<file path="config.mk">
export PLATFORM = sky130hd
export DESIGN_NAME = wfg_mem_arbiter
export DESIGN_NICKNAME = d
export VERILOG_FILES = /design/src/rtl/wfg_mem_arbiter.sv
export SDC_FILE = /design/constraint.sdc
export NUM_CORES = 1
export LEC_CHECK = 0
export BUFFER_PORTS_ARGS = -buffer_cell sky130_fd_sc_hd__buf_4
export CAP_MARGIN = 10
export CORE_MARGIN = 2
export CORE_UTILIZATION = 50
export CTS_CLUSTER_SIZE = 16
export DETAILED_ROUTE_END_ITERATION = 6
export PLACE_DENSITY = 0.93
export SYNTH_ARGS = -nofsm -noshare
export SYNTH_HDL_FRONTEND = slang
export SYNTH_SLANG_ARGS = --single-unit
</file>
<file path="constraint.sdc">
create_clock -name io_wbs_clk -period 4.3 [get_ports io_wbs_clk]
set_input_delay 0.43 -clock io_wbs_clk [delete_from_list [all_inputs] [get_ports io_wbs_clk]]
set_output_delay 0.43 -clock io_wbs_clk [all_outputs]
set_load 0.005 [all_outputs]
</file>
<file path="src/rtl/wfg_mem_arbiter.sv">
// Round-robin arbiter sharing one read port of the waveform sample memory
// between NREQ requesters; one read in flight, all outputs registered.
module wfg_mem_arbiter #(
    parameter int NREQ    = 2,
    parameter int AW      = 10,
    parameter int DW      = 32,
    parameter int MEM_LAT = 1
) (
    input  logic                 io_wbs_clk,
    input  logic                 io_wbs_rst,
    input  logic [NREQ-1:0]      req_i,
    input  logic [NREQ*AW-1:0]   addr_i,
    output logic [NREQ-1:0]      ack_o,
    output logic [DW-1:0]        rdata_o,
    output logic                 busy_o,
    output logic                 csb_o,
    output logic [AW-1:0]        addr_o,
    input  logic [DW-1:0]        dout_i,
    output logic [1:0]           dbg_state
);
    localparam int OW = $clog2(NREQ);

    typedef enum logic [1:0] {S_IDLE, S_ACCESS, S_WAIT, S_DONE} state_t;

    state_t          state, state_nx;
    logic [OW-1:0]   owner, owner_nx;
    logic [OW-1:0]   last_owner, last_owner_nx;
    logic [OW-1:0]   base, idx, grant;
    logic            grant_vld;
    logic [NREQ-1:0] elig;
    logic [2:0]      cnt, cnt_nx;
    logic [NREQ-1:0] ack_nx;
    logic [AW-1:0]   addr_nx;
    logic [DW-1:0]   rdata_nx;
    logic            csb_nx, busy_nx;

    assign dbg_state = state;

    // Search starts just after the most recent owner; in DONE that owner is
    // still in the owner register and its own request is masked.
    always_comb begin
        base = (state == S_DONE) ? owner : last_owner;
        elig = req_i;
        if (state == S_DONE) elig[owner] = 1'b0;
        grant     = '0;
        grant_vld = 1'b0;
        idx       = '0;
        for (int i = 1; i <= NREQ; i++) begin
            idx = OW'((int'(base) + i) % NREQ);
            if (!grant_vld && elig[idx]) begin
                grant_vld = 1'b1;
                grant     = idx;
            end
        end
    end

    always_comb begin
        state_nx      = state;
        owner_nx      = owner;
        last_owner_nx = last_owner;
        cnt_nx        = cnt;
        addr_nx       = addr_o;
        rdata_nx      = rdata_o;
        ack_nx        = '0;
        case (state)
            S_IDLE: begin
                if (grant_vld) begin
                    state_nx = S_ACCESS;
                    owner_nx = grant;
                    addr_nx  = addr_i[int'(grant)*AW +: AW];
                end
            end
            S_ACCESS: begin
                cnt_nx   = 3'(MEM_LAT - 1);
                state_nx = (MEM_LAT == 1) ? S_DONE : S_WAIT;
            end
            S_WAIT: begin
                cnt_nx = cnt - 3'd1;
                if (cnt == 3'd1) state_nx = S_DONE;
            end
            S_DONE: begin
                last_owner_nx = owner;
                if (grant_vld) begin
                    state_nx = S_ACCESS;
                    owner_nx = grant;
                    addr_nx  = addr_i[int'(grant)*AW +: AW];
                end else begin
                    state_nx = S_IDLE;
                end
            end
            default: state_nx = S_IDLE;
        endcase
        // A requester that withdrew before completion gets neither ack nor data.
        if (state_nx == S_DONE && req_i[owner]) begin
            ack_nx[owner] = 1'b1;
            rdata_nx      = dout_i;
        end
        csb_nx  = (state_nx != S_ACCESS);
        busy_nx = (state_nx != S_IDLE);
    end

    always_ff @(posedge io_wbs_clk or posedge io_wbs_rst) begin
        if (io_wbs_rst) begin
            state      <= S_IDLE;
            owner      <= '0;
            last_owner <= OW'(NREQ - 1);
            cnt        <= '0;
            addr_o     <= '0;
            rdata_o    <= '0;
            ack_o      <= '0;
            csb_o      <= 1'b1;
            busy_o     <= 1'b0;
        end else begin
            state      <= state_nx;
            owner      <= owner_nx;
            last_owner <= last_owner_nx;
            cnt        <= cnt_nx;
            addr_o     <= addr_nx;
            rdata_o    <= rdata_nx;
            ack_o      <= ack_nx;
            csb_o      <= csb_nx;
            busy_o     <= busy_nx;
        end
    end
endmodule

</file>
Yosys cells after proc, flatten, opt, wreduce, memory -nomap -nowiden
Cells that the tools add are included.
{ "totals": {"reg_bits": 53, "input_bits": 56, "output_inout_bits": 48, "word_cells": 55} }
{ "classes": {"addsub": 3, "n_mul": 1, "n_lt_le_gt_ge": 4, "eq_ne": 6, "shifts": 1, "n_mux": 20, "n_bitwise": 2, "reduce_logical": 9} }
{ "op_table": {"columns": ["op", "count"], "rows": [
  ["$shiftx 20x6->10", 1],
  ["$mux 1", 13],
  ["$mux 2", 4],
  ["$pmux 2 s4", 1],
  ["$eq 2x2->1 const B", 3],
  ["$lt 1x2->1 const B", 3],
  ["$pmux 3 s2", 1],
  ["$mul 1x3->4 const B", 1],
  ["$reduce_bool 2->1", 2],
  ["$eq 3x1->1 const B", 1],
  ["$logic_and 1x1->1", 3],
  ["$sub 3x1->3 const B", 1],
  ["$add 1x1->1 const B", 2],
  ["$and 2x2->2", 1],
  ["$eq 2x1->1 const B", 1],
  ["$logic_not 2->1", 1],
  ["$ne 2x1->1 const B", 1],
  ["$not 2->2", 1],
  ["$reduce_and 2->1", 1],
  ["$reduce_or 2->1", 1],
  ["$demux 1 s1", 1],
  ["$ge 1x1->1 const B", 1],
  ["$logic_not 1->1", 1]
]} }

Longest topological paths before layout
{ "depth": {"depth_word": 18, "mapped_depth": 9, "ltp_nobuf": 7} }

Worst setup path after synthesis
Ideal clock, no wire load.
{ "synth_timing": {"path_kind": "register to register", "startpoint": "register state[0] (netlist: dbg_state[0])", "endpoint": "register rdata_o[0]", "setup_ns": 0.125, "arrival_ns": 1.917, "required_ns": 4.175, "path_slack_ns": 2.257, "stages_incl_launch_ff": 9, "n_path_buf": 2, "period_less_slack_ns": 2.043, "path_cell_list": "dfrtp_1 -> ha_1 -> nand2_1 -> nor3_1 -> o32ai_2 -> and3_1 -> buf_6 -> buf_8 -> mux2_4"} }
{ "synth_between": {"elab_chain_cells": 13, "elab_cells_between_ends": 22, "classes_between": "add/sub (2); eq/ne (4); mux (12); reduce/logical (4)"} }
{ "synth_rtl": {"columns": ["element", "line", "rtl"], "rows": [
  ["start: declaration", "25", "state_t state, state_nx;"],
  ["start signal: assignment", "114", "state <= state_nx;"],
  ["$eq 2x2->1", "42, 44, 65", null],
  ["$mux 1", null, null],
  ["$add 1x1->1", "49", "idx = OW'((int'(base) + i) % NREQ);"],
  ["$mux 1 (implied by the code) (2 in a row)", "50", "if (!grant_vld && elig[idx]) begin"],
  ["$mux 1", "50", null],
  ["$logic_not 1->1", "50", null],
  ["$logic_and 1x1->1", "50", null],
  ["$mux 1", "50", null],
  ["$mux 1 / $mux 2 (equally long branches)", "83, 67", null],
  ["$pmux 2 s4 *", "65", "case (state)"],
  ["named net state_nx[0]", "25", null],
  ["$eq 2x2->1 *", "94", "if (state_nx == S_DONE && req_i[owner]) begin"],
  ["$logic_and 1x1->1 *", "94", null],
  ["end signal: assignment", "119", "rdata_o <= rdata_nx;"],
  ["end: declaration", "14", "output logic [DW-1:0] rdata_o,"]
]} }
Mark *: on every way through the listed nets, which the timed path passes. The rest lies on a longest branch. The select of a mux whose other input is x is not followed.
A chain may end at the register's enable or synchronous reset.

Final worst setup path
{ "layout_timing": {"startpoint": "register state[0] (netlist: dbg_state[0])", "endpoint": "register rdata_o[29]"} }
The elaborated chain is that of the path after synthesis.

==> flow_summary.yaml <==
placement:
  portBuffers: 103
  hpwl_um: 3590
  globalplace.congestion: 0.809
  dp_slack_ps: 1590
sta:
  slew_viol_final: 0
  hold_viol: 0
  fin_ws_ps: 1570
  slew_headroom_pct: 29.0
  clock.fmax_ghz: 0.367
  fin_skew_ps: 6.13
  period_minus_slack_ps: 2730
  worst_slew_pin_slew_ps: 1060
  rsz0062_at_grt: "false"
  period_share_pct: 63.4
  finalSetupViolCount: 0
  finalSetupTns_ps: 0
critical_path:
  crit_path_start_kind: "flop"
  r2r-end: "rdata_o[29]"
  startpoint: "dbg_state[0]"
  rrSetupSlack_ps: 1570
  timing.rr.start: "dbg_state[0]"
  crit_path_max_fanout: 34
  crit_arrival_ps: 2910
  cp.required_ps: 4480
  reg2reg_depth: 6
  critical_path_class: "reg -> reg"
  end_kind: "flop"
clock_network:
  cts.sinks: 53
  ctsRootBufferMaster: "clkbuf_8"
  clock_latency_ps: 300
  cts_setup_buffers: 0
  cts_resized: 0
  cts-hold-fix-buffers: 0
  cts.htree.levels: 2
  cts_tree: "yes"
  cts_buffers: 5
  cts.clk_slew.worst_paths_ps: 90
  clock_path_buffers: 2
floorplanning:
  die-area_um2: 5290
  core-area_um2: 4440
  die_h_um: 72.7
  initial_utilization_pct: 53.1
  die_width_um: 72.7
  rows: 24
  io_pins: 104
drt:
  drt-vias-per-instance: 5.03
  drc: 0
  wl_per_cell_um: 14.9
  wl_met2_um: 2460
  top_layer_used: "met4"
  drt-pass1-iter-count: 4
  postRouteAntennaNets: 0
  vias: 1621
  drt_first_iter_violations: 46
  routed_wirelength_um: 4800
  wl_met1_um: 1920
  met3_length_um: 372
global_route:
  grt_pass1_wl_um: 7680
  grt_usage_pct: 18.8
  antenna_found_initial: 0
  grt_pass1_vias: 1660
  overflow: 0
  grt_max_degree: 54
final_layout:
  drive_gt1_share_pct: 57.0
  diodes: 0
  nets: 330
  nFillCells: 321
  area_growth_syn_to_layout_pct: 37.1
synthesis:
  syn_area_per_cell_um2: 14.2
  yosysSeqAreaShare_pct: 56.3
  synth-edff-count: 0
  yosysMostFrequentCell: "dfrtp_1"
  yosysTopAreaCell: "dfrtp_1"
  ys_top_cells_by_area: "dfrtp_1, mux2_4, mux2i_1"
  syn-cell-area_um2: 2360
  syn-num-nets: 227
  ys_ff_latch: 53
  syn_inst: 166
  synth_ff_type: "dfrtp_1"
  yosysWarnings: 0
  synthArstFlopShare_pct: 100
  ys_types: 28
  synth_common_cells: "dfrtp_1, mux2_4, a21oi_1, mux2i_1, nor2_1"
  synth_top_area_share_pct: 54.1
hold_path:
  hold-path-endpoint: "rdata_o[24]"
  hold_depth: 2
  hold_start: "dout_i[24]"
  hold_path.class: "in -> reg"
run_status:
  outcome: "completed"
power_and_ir_drop:
  p_total_mw: 2.46
  p_per_area_nw_per_um2: 760
  vdd_ir_drop_max_mv: 0.351
  p_leak_nw: 1.63
job:
  maxCapViolations: 0
-- sequential cells by signal, summed over array words and instances (netlist names) --
name,cells
addr_o,10
rdata_o,32
csb_o,1
last_owner,1
cnt,3
ack_o,2
dbg_state,2
busy_o,1
owner,1
-- worst max-delay path, cell delays in order (launching register included) --
cell and delay (ps):
dfrtp_1 440, ha_1 280, nand2_1 130, nor3_1 70, o32ai_2 350, and3_2 910
mux2_2 420
-- metal layers --
layer	vias to the layer above	global-route usage (%)
li1	776	-
met1	770	23.7
met2	70	32.1
met3	5	4.70
met4	0	5.56
met5	-	0
-- layout make-up --
type | instances | area (um^2) | area share [%]
Clock buffer | 7 | 96.3 | 2.98
Timing Repair Buffer | 104 | 785 | 24.2
Clock inverter | 1 | 5.00 | 0.155
Tap cell | 52 | 65.1 | 2.01
Sequential cell | 53 | 1330 | 41.1
Inverter | 8 | 30.0 | 0.928
Multi-Input combinational cell | 97 | 926 | 28.6
-- cells in the final DEF (no fill, tap or decap), types with 2 or more instances in the layout --
cell / n
nand2b_1: 2
nand3_1: 2
nor2_1: 11
mux2_4: 28
and2_1: 2
dfstp_2: 2
clkbuf_8: 7
o21ai_0: 3
a21oi_1: 12
inv_1: 7
dfrtp_1: 51
ha_1: 5
nand2_1: 4
mux2i_1: 12
buf_4: 103
mux2_2: 6
-- through the flow --
| step | std cells | utilization [%] | instance area [um^2] | hold WS, ps |
|---|---|---|---|---|
| after global routing | 322 | 72.8 | 3240 | 348 |
| final | 322 | 72.8 | 3240 | 359 |
| after detailed placement | 313 | 70.3 | 3120 | 468 |
| after floorplan | 166 | - | 2360 | 448 |
| after global placement | 313 | 70.3 | 3120 | 478 |
| after CTS | 321 | 72.6 | 3220 | 350 |
-- where the power goes --
group          internal [mW]  switching [mW]  leakage (nW)
combinational          0.775           0.480         0.955
clock                  0.146           0.151        0.0542
sequential             0.757           0.149         0.624
-- cell families after synthesis --
logic type	synth area share, %
adder cells (fa/ha/maj)	2.65
buffers and inverters	4.72
flip-flops	56.3
multiplexers	25.8
AND/OR/NAND/NOR	5.46
AO/OA/AOI/OAI	5.09
-- worst max-delay path by stage --
| stage | endpoint | slack [ps] |
|---|---|---|
| floorplan | rdata_o[0] | 2260 |
| global placement | rdata_o[29] | 1660 |
| detailed placement | rdata_o[29] | 1590 |
| CTS | rdata_o[29] | 1550 |
| global route | rdata_o[29] | 1400 |
| finish | rdata_o[29] | 1570 |
Note: power is estimated with default switching activity, not from simulation.
